### src/rtl/image_fifo_burst_ctrl_if.sv
// ----------------------------------------------------------------------------
// image_fifo_burst_ctrl_if
//
// Bus bundle between the image FIFO drain controller and its environment:
// the read side of the image FIFO plus the DDR write-arbiter handshake.
//
// Signals:
//   fifo_rd_water_level  FIFO read-side fill level in words
//   fifo_rd_en           FIFO read strobe
//   fifo_rd_data         FIFO read data, valid one cycle after fifo_rd_en
//   wr_req               burst request to the DDR write arbiter
//   wr_addr              burst start word address, stable while wr_req=1
//   wr_len               burst length in words, stable while wr_req=1
//   wr_ack               single-cycle arbiter grant
//   wr_data              burst write data
//   wr_data_valid        wr_data qualifier
//   wr_done              single-cycle pulse, burst committed
//
// Modports:
//   master  the controller side (drives FIFO read strobe and write burst)
//   slave   the FIFO / arbiter side
// ----------------------------------------------------------------------------
interface image_fifo_burst_ctrl_if #(
    parameter int unsigned RD_DEPTH_WIDTH = 9,
    parameter int unsigned DATA_WIDTH     = 64,
    parameter int unsigned ADDR_WIDTH     = 28
);
    logic [RD_DEPTH_WIDTH:0] fifo_rd_water_level;
    logic                    fifo_rd_en;
    logic [DATA_WIDTH-1:0]   fifo_rd_data;

    logic                    wr_req;
    logic [ADDR_WIDTH-1:0]   wr_addr;
    logic [7:0]              wr_len;
    logic                    wr_ack;
    logic [DATA_WIDTH-1:0]   wr_data;
    logic                    wr_data_valid;
    logic                    wr_done;

    modport master (
        input  fifo_rd_water_level,
        input  fifo_rd_data,
        input  wr_ack,
        input  wr_done,
        output fifo_rd_en,
        output wr_req,
        output wr_addr,
        output wr_len,
        output wr_data,
        output wr_data_valid
    );

    modport slave (
        output fifo_rd_water_level,
        output fifo_rd_data,
        output wr_ack,
        output wr_done,
        input  fifo_rd_en,
        input  wr_req,
        input  wr_addr,
        input  wr_len,
        input  wr_data,
        input  wr_data_valid
    );
endinterface

### src/rtl/image_fifo_burst_ctrl.sv
// ----------------------------------------------------------------------------
// image_fifo_burst_ctrl
//
// Drains the 64-bit read side of the image input FIFO into DDR write bursts.
// A burst is requested once the FIFO holds a full burst (or the shorter frame
// tail); on grant exactly that many words are read and forwarded. Bursts walk
// through a ring of NUM_FRAMES frame buffers, one frame per frame_start.
//
// Ports:
//   clk          clock (FIFO read clock and arbiter clock)
//   tb_rst       asynchronous active-high reset
//   enable       level; allows a new frame to start
//   frame_start  single-cycle pulse requesting a new frame
//   bus          FIFO read side + DDR write-arbiter handshake (master modport)
//   frame_done   single-cycle pulse after the last burst of a frame commits
//   cur_frame    index of the frame being written (or next to be written)
//   busy         high in every state except idle
//   overrun_err  sticky; frame_start seen while busy
// ----------------------------------------------------------------------------
module image_fifo_burst_ctrl #(
    parameter int unsigned RD_DEPTH_WIDTH = 9,
    parameter int unsigned DATA_WIDTH     = 64,
    parameter int unsigned BURST_LEN      = 16,
    parameter int unsigned FRAME_WORDS    = 230400,
    parameter int unsigned NUM_FRAMES     = 3,
    parameter int unsigned ADDR_WIDTH     = 28,
    parameter int unsigned BASE_ADDR      = 0
) (
    input  logic                    clk,
    input  logic                    tb_rst,
    input  logic                    enable,
    input  logic                    frame_start,
    image_fifo_burst_ctrl_if.master bus,
    output logic                    frame_done,
    output logic [1:0]              cur_frame,
    output logic                    busy,
    output logic                    overrun_err
);

    localparam int unsigned REM_W = $clog2(FRAME_WORDS + 1);

    typedef enum logic [2:0] {
        StIdle,
        StArmed,
        StWaitData,
        StReq,
        StXfer,
        StWaitDone
    } state_e;

    state_e                  state_q;
    logic [REM_W-1:0]        remaining_q;
    logic [ADDR_WIDTH-1:0]   addr_q;
    logic [7:0]              rd_cnt_q;
    logic                    wr_req_q;
    logic [ADDR_WIDTH-1:0]   wr_addr_q;
    logic [7:0]              wr_len_q;
    logic                    rd_en_q;
    logic                    data_valid_q;
    logic                    frame_done_q;
    logic [1:0]              cur_frame_q;
    logic                    overrun_q;

    logic [RD_DEPTH_WIDTH:0] level;
    logic [7:0]              burst_len;
    logic                    level_ok;
    logic                    last_burst;
    logic [ADDR_WIDTH-1:0]   frame_base;
    logic [1:0]              next_frame;
    logic [DATA_WIDTH-1:0]   beat_data;

    assign level = bus.fifo_rd_water_level;

    always_comb begin
        // Full burst while enough of the frame is left, otherwise the tail.
        burst_len  = (32'(remaining_q) >= BURST_LEN) ? 8'(BURST_LEN) : 8'(remaining_q);
        // Gate on buffered words so the FIFO is never read while empty.
        level_ok   = 32'(level) >= 32'(burst_len);
        // wr_len_q never exceeds remaining_q, so equality marks the final burst.
        last_burst = (remaining_q == REM_W'(wr_len_q));
        frame_base = ADDR_WIDTH'(BASE_ADDR)
                   + ADDR_WIDTH'(cur_frame_q) * ADDR_WIDTH'(FRAME_WORDS);
        next_frame = (32'(cur_frame_q) >= NUM_FRAMES - 1) ? 2'd0 : cur_frame_q + 2'd1;
    end

    always_ff @(posedge clk or posedge tb_rst) begin
        if (tb_rst) begin
            state_q      <= StIdle;
            remaining_q  <= '0;
            addr_q       <= ADDR_WIDTH'(BASE_ADDR);
            rd_cnt_q     <= '0;
            wr_req_q     <= 1'b0;
            wr_addr_q    <= '0;
            wr_len_q     <= '0;
            rd_en_q      <= 1'b0;
            data_valid_q <= 1'b0;
            frame_done_q <= 1'b0;
            cur_frame_q  <= 2'd0;
            overrun_q    <= 1'b0;
        end else begin
            frame_done_q <= 1'b0;
            // Read data arrives one cycle after the strobe.
            data_valid_q <= rd_en_q;

            if (frame_start && (state_q != StIdle)) begin
                overrun_q <= 1'b1;
            end

            unique case (state_q)
                StIdle: begin
                    if (frame_start && enable) begin
                        state_q <= StArmed;
                    end
                end

                StArmed: begin
                    remaining_q <= REM_W'(FRAME_WORDS);
                    addr_q      <= frame_base;
                    state_q     <= StWaitData;
                end

                StWaitData: begin
                    if (level_ok) begin
                        wr_req_q  <= 1'b1;
                        wr_addr_q <= addr_q;
                        wr_len_q  <= burst_len;
                        state_q   <= StReq;
                    end
                end

                StReq: begin
                    if (bus.wr_ack) begin
                        wr_req_q <= 1'b0;
                        rd_en_q  <= 1'b1;
                        rd_cnt_q <= wr_len_q;
                        state_q  <= StXfer;
                    end
                end

                StXfer: begin
                    if (rd_en_q) begin
                        rd_cnt_q <= rd_cnt_q - 8'd1;
                        if (rd_cnt_q == 8'd1) begin
                            rd_en_q <= 1'b0;
                        end
                    end else begin
                        // Strobe already dropped: the final beat is on the bus now.
                        state_q <= StWaitDone;
                    end
                end

                StWaitDone: begin
                    if (bus.wr_done) begin
                        addr_q      <= addr_q + ADDR_WIDTH'(wr_len_q);
                        remaining_q <= remaining_q - REM_W'(wr_len_q);
                        if (last_burst) begin
                            frame_done_q <= 1'b1;
                            cur_frame_q  <= next_frame;
                            state_q      <= StIdle;
                        end else begin
                            state_q <= StWaitData;
                        end
                    end
                end

                default: begin
                    state_q <= StIdle;
                end
            endcase
        end
    end

    // Data is forwarded unregistered; zero it outside valid beats.
    assign beat_data         = data_valid_q ? bus.fifo_rd_data : '0;

    assign bus.fifo_rd_en    = rd_en_q;
    assign bus.wr_req        = wr_req_q;
    assign bus.wr_addr       = wr_addr_q;
    assign bus.wr_len        = wr_len_q;
    assign bus.wr_data       = beat_data;
    assign bus.wr_data_valid = data_valid_q;

    assign frame_done        = frame_done_q;
    assign cur_frame         = cur_frame_q;
    assign busy              = (state_q != StIdle);
    assign overrun_err       = overrun_q;

endmodule

### src/flat_wrapper.sv
// flat-port wrapper written by rule: the top's interface ports become plain ports
module image_fifo_burst_ctrl_flat 
#(
    parameter int unsigned RD_DEPTH_WIDTH = 9,
    parameter int unsigned DATA_WIDTH     = 64,
    parameter int unsigned BURST_LEN      = 16,
    parameter int unsigned FRAME_WORDS    = 230400,
    parameter int unsigned NUM_FRAMES     = 3,
    parameter int unsigned ADDR_WIDTH     = 28,
    parameter int unsigned BASE_ADDR      = 0
)
  (clk, tb_rst, enable, frame_start, frame_done, cur_frame, busy, overrun_err, bus_fifo_rd_water_level, bus_fifo_rd_data, bus_wr_ack, bus_wr_done, bus_fifo_rd_en, bus_wr_req, bus_wr_addr, bus_wr_len, bus_wr_data, bus_wr_data_valid);
  image_fifo_burst_ctrl_if #(.RD_DEPTH_WIDTH(RD_DEPTH_WIDTH), .DATA_WIDTH(DATA_WIDTH), .ADDR_WIDTH(ADDR_WIDTH)) bus_i ();
  input  logic clk;
  input  logic tb_rst;
  input  logic enable;
  input  logic frame_start;
  output logic frame_done;
  output logic [1:0] cur_frame;
  output logic busy;
  output logic overrun_err;
  input wire logic [$bits(bus_i.fifo_rd_water_level)-1:0] bus_fifo_rd_water_level;
  input wire logic [$bits(bus_i.fifo_rd_data)-1:0] bus_fifo_rd_data;
  input wire logic [$bits(bus_i.wr_ack)-1:0] bus_wr_ack;
  input wire logic [$bits(bus_i.wr_done)-1:0] bus_wr_done;
  output wire logic [$bits(bus_i.fifo_rd_en)-1:0] bus_fifo_rd_en;
  output wire logic [$bits(bus_i.wr_req)-1:0] bus_wr_req;
  output wire logic [$bits(bus_i.wr_addr)-1:0] bus_wr_addr;
  output wire logic [$bits(bus_i.wr_len)-1:0] bus_wr_len;
  output wire logic [$bits(bus_i.wr_data)-1:0] bus_wr_data;
  output wire logic [$bits(bus_i.wr_data_valid)-1:0] bus_wr_data_valid;
  assign bus_i.fifo_rd_water_level = bus_fifo_rd_water_level;
  assign bus_i.fifo_rd_data = bus_fifo_rd_data;
  assign bus_i.wr_ack = bus_wr_ack;
  assign bus_i.wr_done = bus_wr_done;
  assign bus_fifo_rd_en = bus_i.fifo_rd_en;
  assign bus_wr_req = bus_i.wr_req;
  assign bus_wr_addr = bus_i.wr_addr;
  assign bus_wr_len = bus_i.wr_len;
  assign bus_wr_data = bus_i.wr_data;
  assign bus_wr_data_valid = bus_i.wr_data_valid;
  image_fifo_burst_ctrl #(.RD_DEPTH_WIDTH(RD_DEPTH_WIDTH), .DATA_WIDTH(DATA_WIDTH), .BURST_LEN(BURST_LEN), .FRAME_WORDS(FRAME_WORDS), .NUM_FRAMES(NUM_FRAMES), .ADDR_WIDTH(ADDR_WIDTH), .BASE_ADDR(BASE_ADDR)) u_core (.clk(clk), .tb_rst(tb_rst), .enable(enable), .frame_start(frame_start), .bus(bus_i), .frame_done(frame_done), .cur_frame(cur_frame), .busy(busy), .overrun_err(overrun_err));
endmodule
### config.mk
export PLATFORM = sky130hd
export DESIGN_NAME = image_fifo_burst_ctrl_flat
export DESIGN_NICKNAME = d
export VERILOG_FILES = /design/src/rtl/image_fifo_burst_ctrl_if.sv /design/src/rtl/image_fifo_burst_ctrl.sv /design/src/flat_wrapper.sv
export SDC_FILE = /design/constraint.sdc
export NUM_CORES = 1
export LEC_CHECK = 0
export CAP_MARGIN = 20
export CORE_ASPECT_RATIO = 1.25
export CORE_MARGIN = 2
export CORE_UTILIZATION = 25
export CTS_BUF_LIST = sky130_fd_sc_hd__clkbuf_4
export CTS_CLUSTER_DIAMETER = 150
export DETAILED_ROUTE_END_ITERATION = 10
export HOLD_SLACK_MARGIN = 0.1
export PLACE_DENSITY = 0.59
export SYNTH_ARGS = -nofsm -noshare
export SYNTH_HDL_FRONTEND = slang
export SYNTH_SLANG_ARGS = --single-unit
### constraint.sdc
create_clock -name clk -period 4.4 [get_ports clk]
set_input_delay 0.44 -clock clk [delete_from_list [all_inputs] [get_ports clk]]
set_output_delay 0.44 -clock clk [all_outputs]
set_load 0.01 [all_outputs]
* Word level (Yosys, flattened, before mapping)
Cells that the tools add are included.
** Storage, ports and cells
- Register bits :: 100
- Bits of input ports :: 80
- Output and inout port bits :: 108
- Logic and storage cells :: 74
** Operators by class
- $add $sub $neg :: 4
- Multipliers :: 1
- Order comparisons :: 3
- Eq/ne operators :: 13
- Mux-type cells :: 27
- Reductions and logical operators :: 14
** Operator list (count)
- 64-bit two-way mux :: 1
- 28-bit one-hot mux with 2 select lines :: 1
- 18-bit one-hot mux with 2 select lines :: 1
- 28-bit by 8-bit adder with 28-bit output :: 1
- 28-bit two-way mux :: 1
- 8-bit two-way mux :: 3
- 18-bit by 8-bit == test with 1-bit output :: 1
- 18-bit by 5-bit greater-or-equal comparator with 1-bit output (second input constant) :: 1
- 18-bit two-way mux :: 1
- 3-bit one-hot mux with 6 select lines :: 1
- 18-bit by 8-bit subtractor with 18-bit output :: 1
- 8-bit one-hot mux with 2 select lines :: 1
- 3-bit two-way mux :: 5
- 10-bit by 8-bit greater-or-equal comparator with 1-bit output :: 1
- 2-bit by 8-bit multiplier with 10-bit output (second input constant) :: 1
- 3-bit AND reduction :: 3
- 8-bit by 1-bit == test with 1-bit output (second input constant) :: 1
- 1-bit two-way mux :: 8
- 8-bit by 1-bit subtractor with 8-bit output (second input constant) :: 1
- 3-bit by 2-bit == test with 1-bit output (second input constant) :: 2
- 3-bit == test (second input constant) :: 2
- 2-bit by 1-bit != test with 1-bit output (second input constant) :: 3
- 2-bit != test (second input constant) :: 3
- 2-bit AND reduction :: 3
- 10 further kinds :: 15

* Longest topological paths before layout
- Depth in word-level cells :: 5
- Mapped depth :: 11
- Mapped depth without buffers :: 10

* Least setup slack after synthesis
OpenSTA, ideal clock, no wires.
- Path type :: reg-to-reg
- Start :: reg u_core.remaining_q[8]
- End :: reg u_core.wr_addr_q[10], in the netlist u_core.bus.wr_addr[10]
- Library setup time :: 0.125 ns
- Data arrival time :: 3.305 ns
- Setup slack :: 0.971 ns
- Stages on the path, launching flop included :: 12
- Buffers on the path :: 1
- Cells stage by stage :: dfrtp_1 or4_4 or4_4 nor2_1 nand2_1 ha_1 a211o_1 nor3_1 o21ai_0 nand4_1 buf_2 mux2_2
** Between the ends
- Cells in the longest elaborated chain, start to end :: 4
** Ends and longest elaborated chain
- start: declaration :: RTL line image_fifo_burst_ctrl.sv:52 : logic [REM_W-1:0] remaining_q;
- start signal: assignment :: RTL line image_fifo_burst_ctrl.sv:117 : remaining_q <= REM_W'(FRAME_WORDS);
- start signal: assignment :: RTL line image_fifo_burst_ctrl.sv:155 : remaining_q <= remaining_q - REM_W'(wr_len_q);
- 18-bit by 5-bit greater-or-equal comparator with 1-bit output :: RTL line image_fifo_burst_ctrl.sv:76 : burst_len = (32'(remaining_q) >= BURST_LEN) ? 8'(BURST_LEN) : 8'(remaining_q);
- 8-bit two-way mux :: RTL line image_fifo_burst_ctrl.sv:76
- 10-bit by 8-bit greater-or-equal comparator with 1-bit output :: RTL line image_fifo_burst_ctrl.sv:78 : level_ok = 32'(level) >= 32'(burst_len);
- 2-bit AND reduction (no line)
- end signal: assignment :: RTL line image_fifo_burst_ctrl.sv:125 : wr_addr_q <= addr_q;
- end: declaration :: RTL line image_fifo_burst_ctrl.sv:56 : logic [ADDR_WIDTH-1:0] wr_addr_q;
Every way passes these cells.
A chain may end at the register's enable or synchronous reset.

* Worst setup path in the final report
- Start :: reg u_core.remaining_q[8]
- End :: reg u_core.wr_addr_q[23], in the netlist u_core.bus.wr_addr[23]
The elaborated chain is that of the path after synthesis.

==> summary.txt <==
Logic synthesis
  • Mapped Avg Cell Area: 9.592 um^2
  • Top cells by area, synth: dfrtp_1, and2_1, ha_1, mux2_2, o21ai_0
  • Netlist cell types: 64
  • Top_reg_cell synth: dfrtp_1
  • Seq cells post-synth: 100
  • Seq/Total Area, Yosys: 42.28%
  • Post-Synthesis Cells: 617
  • Cell area after synthesis: 0.005918 mm^2
  • Number of flops mapped to enable cells by yosys: 0
  • Post-synth top area cell: dfrtp_1
  • Async S/R FF share, synth: 100.0%
  • Synth top area share: 42.28%
  • YS warnings: 0

Detailed routing
  • DRC: 0
  • Drt first-iter violations: 253
  • Drt via density: 4.872
  • TritonRoute pass-1 iters: 5
  • Routed Antenna Nets: 0
  • Avg WL per Cell: 16.14 um
  • Vias: 5306
  • DRT Wirelength: 17570 um

Timing
  • Fin. max-slew vios: 0
  • RSZ-0062 raised after global routing: false
  • Count of final hold-check violations: 0
  • Post-route clock period utilization: 84.85%
  • Final setup fails: 0
  • Max_slew headroom: 35.49%
  • Max Clock Skew: 0.02497 ns
  • Setup TNS Final: 0 ns
  • Final min period: 3.733 ns
  • Actual slew at the worst max-slew pin: 0.9432 ns
  • Fmax: 0.2678 GHz

Critical path
  • Reg2Reg Capture Point: u_core.bus.wr_addr[23]
  • CP most frequent cell: or4_4
  • Critical path class: flop to flop
  • Critical path startpoint: u_core.remaining_q[8]
  • Critical path launch point type: flop
  • Critical Path RT: 4.78 ns
  • Worst path max stage delay: 0.57 ns
  • CP arrival: 4.11 ns
  • CP Capture Point: u_core.bus.wr_addr[23]
  • Crit-path leading delay family: simple AND/OR/NAND/NOR gates
  • Worst R2R Start: u_core.remaining_q[8]
  • CP max stage cell: or4_4
  • Levels on crit path: 11
  • Setup crit end kind: flop
  • Crit path buffers/inverters: 1
  • Critical path cell sequence: or4_4 -> or4_4 -> nor2_1 -> nand2_1 -> ha_1 -> a211o_1 -> nor3_1 -> o21ai_0 -> nand4_1 -> buf_4 -> mux2_2
  • Reg2Reg Setup Slack: 0.67 ns
  • CP Max Fanout: 36
  • Reg2Reg Depth: 11

Floorplan
  • Die Y: 176.0 um
  • Num rows: 62
  • Starting Density: 25.60%
  • Die ar.: 0.02493 mm^2
  • Die X: 141.6 um
  • Ports: 188
  • Core box area: 0.02312 mm^2

Clock network
  • CTS Root Cell: clkbuf_4
  • Postcts setup bufs: 0
  • Post_cts resized: 0
  • TritonCTS clock tree: built
  • Hold buffers post-CTS: 0
  • H-tree levels: 3
  • Clk sink count: 100
  • Clk_lat worst skew: 0.50 ns
  • CTS buffer count: 9
  • Clock Path Buffers: 2
  • CTS clk-pin slew, worst paths: 0.16 ns

Pwr
  • Max VDD drop: 167.0 uV
  • Static leakage: 3.454 nW
  • Pwr per Cell Area: 404.2 mW/mm^2

Global routing
  • Overflow after GRT: 0
  • Vias in the first global route: 5199
  • Initial antenna violation count: 1
  • GRT Total Usage: 14.11%
  • Largest net degree at the start of global routing: 49
  • First-pass GRT wire length: 27530 um

Placed design
  • Dpl hpwl: 13410 um
  • IO Port Bufs: 187
  • Cell Area, Placed: 0.008118 mm^2
  • RePlAce Congestion: 0.8054

Job
  • Max Cap Viol: 0

Final layout
  • Design Area, Final: 0.008240 mm^2
  • Multi-input logic area: 0.003246 mm^2
  • Ratio of cells with drive above 1 in the final layout: 8.375%
  • Finished Core Util: 35.65%
  • Fill cell count: 2378
  • Area grow syn2layout: 39.24%
  • Layout Nets: 908
  • FF+latch area: 0.002502 mm^2

Status
  • Run status: finished, final reports clean

Worst hold path
  • Worst min-delay path category: primary input to asynchronous set/reset pin
power by group:
group	switching (mW)	leakage (nW)	total (mW)	internal [mW]
registers	0.162	1.33	1.21	1.05
clock network	0.342	0.0562	0.460	0.118
logic	0.862	2.07	1.66	0.799
total	1.37	3.45	3.33	1.96
metrics by stage:
stage	setup WS [ns]	std cells	hold WS, ns	total power, mW
detailed placement	0.6120	1072	0.4477	2.903
CTS	0.6094	1088	0.3529	3.371
global placement	0.7106	1071	0.4540	2.879
finish	0.6665	1089	0.3554	3.331
global route	0.3175	1089	0.3654	3.588
floorplan	0.9708	619	0.4633	2.196
kinds of logic (layout without fill, tap and decap cells):
group / count (synthesis) / in the layout / synth area share [%]
AO/OA/AOI/OAI: 139 / 139 / 15.29
XOR/XNOR: 9 / 9 / 1.332
adder cells (fa/ha/maj): 33 / 33 / 7.230
buffers and inverters: 49 / 230 / 3.192
flip-flops: 100 / 100 / 42.28
multiplexers: 38 / 38 / 7.082
other: 1 / 4 / 0.06336
AND/OR/NAND/NOR: 248 / 248 / 23.53
cells in the mapped netlist, drive strengths merged, types with 4 or more instances:
cell type	instances
or4	14
or2	7
mux2	31
nor3	10
a21o	5
xor2	7
nor2b	4
o21a	6
ha	31
a31oi	4
nand3	13
nand4	11
a22oi	4
nor2	38
o22ai	4
o21ai	39
dfrtp	100
or3	15
o31ai	7
o211ai	5
a211oi	4
buf	7
and3	4
clkbuf	22
and2	69
nand2	37
mux2i	7
a21oi	30
nand2b	11
inv	20
nor4	5
routing by layer:
metal  vias to the layer above  GRT usage (%)  share of wire [%]
met5                         -              0                  0
met4                         0          5.167                2.5
met3                        22          3.065                6.6
met2                       187          26.33                 51
met1                      2509          15.60                 40
li1                       2588              -                  -
worst min-delay path by stage:
| stage | endpoint | startpoint |
|---|---|---|
| floorplan | u_core.rd_cnt_q[5] | u_core.rd_cnt_q[5] |
| global placement | u_core.overrun_err | u_core.overrun_err |
| detailed placement | u_core.overrun_err | u_core.overrun_err |
| CTS | u_core.bus.wr_addr[19] | tb_rst |
| global route | u_core.addr_q[25] | tb_rst |
| finish | u_core.bus.wr_addr[17] | tb_rst |
sequential cells by signal, indices dropped and copies added (netlist names):
name	flops
u_core.bus.wr_req	1
u_core.bus.wr_addr	28
u_core.remaining_q	18
u_core.bus.wr_len	8
u_core.addr_q	28
u_core.rd_cnt_q	8
u_core.overrun_err	1
u_core.cur_frame	2
u_core.state_q	3
u_core.bus.fifo_rd_en	1
u_core.bus.wr_data_valid	1
u_core.frame_done	1
cell type report:
class / instances / share of cell area (%)
multi-input cells: 470 / 39.39
flip-flops and latches: 100 / 30.37
repair buffers: 194 / 23.44
well taps: 288 / 4.373
inverters: 20 / 0.9414
clock buffers: 9 / 0.8199
clock inverters: 7 / 0.6377
diodes: 1 / 0.03037
cell usage in the layout (no fill, tap or decap), types with 5 or more instances in the layout:
| cell type | n |
|---|---|
| a21o_1 | 5 |
| a21oi_1 | 30 |
| and2_1 | 69 |
| buf_4 | 6 |
| clkbuf_4 | 9 |
| clkdlybuf4s50_1 | 187 |
| dfrtp_1 | 100 |
| ha_1 | 31 |
| inv_1 | 19 |
| mux2_2 | 31 |
| mux2i_1 | 7 |
| nand2_1 | 37 |
| nand2b_1 | 11 |
| nand3_1 | 13 |
| nand4_1 | 11 |
| nor2_1 | 38 |
| nor3_1 | 9 |
| o211ai_1 | 5 |
| o21a_1 | 6 |
| o21ai_0 | 38 |
| o31ai_1 | 7 |
| or2_2 | 7 |
| or3_1 | 15 |
| or4_1 | 12 |
| xor2_1 | 7 |
worst register-to-register path, stage by stage (launching register included):
cell and delay [ns]:
dfrtp_1 0.44, or4_4 0.57, or4_4 0.53, nor2_1 0.32, nand2_1 0.13, ha_1 0.19
a211o_1 0.22, nor3_1 0.12, o21ai_0 0.14, nand4_1 0.14, buf_4 0.42, mux2_2 0.43
Power figures use the tool's default switching activity.
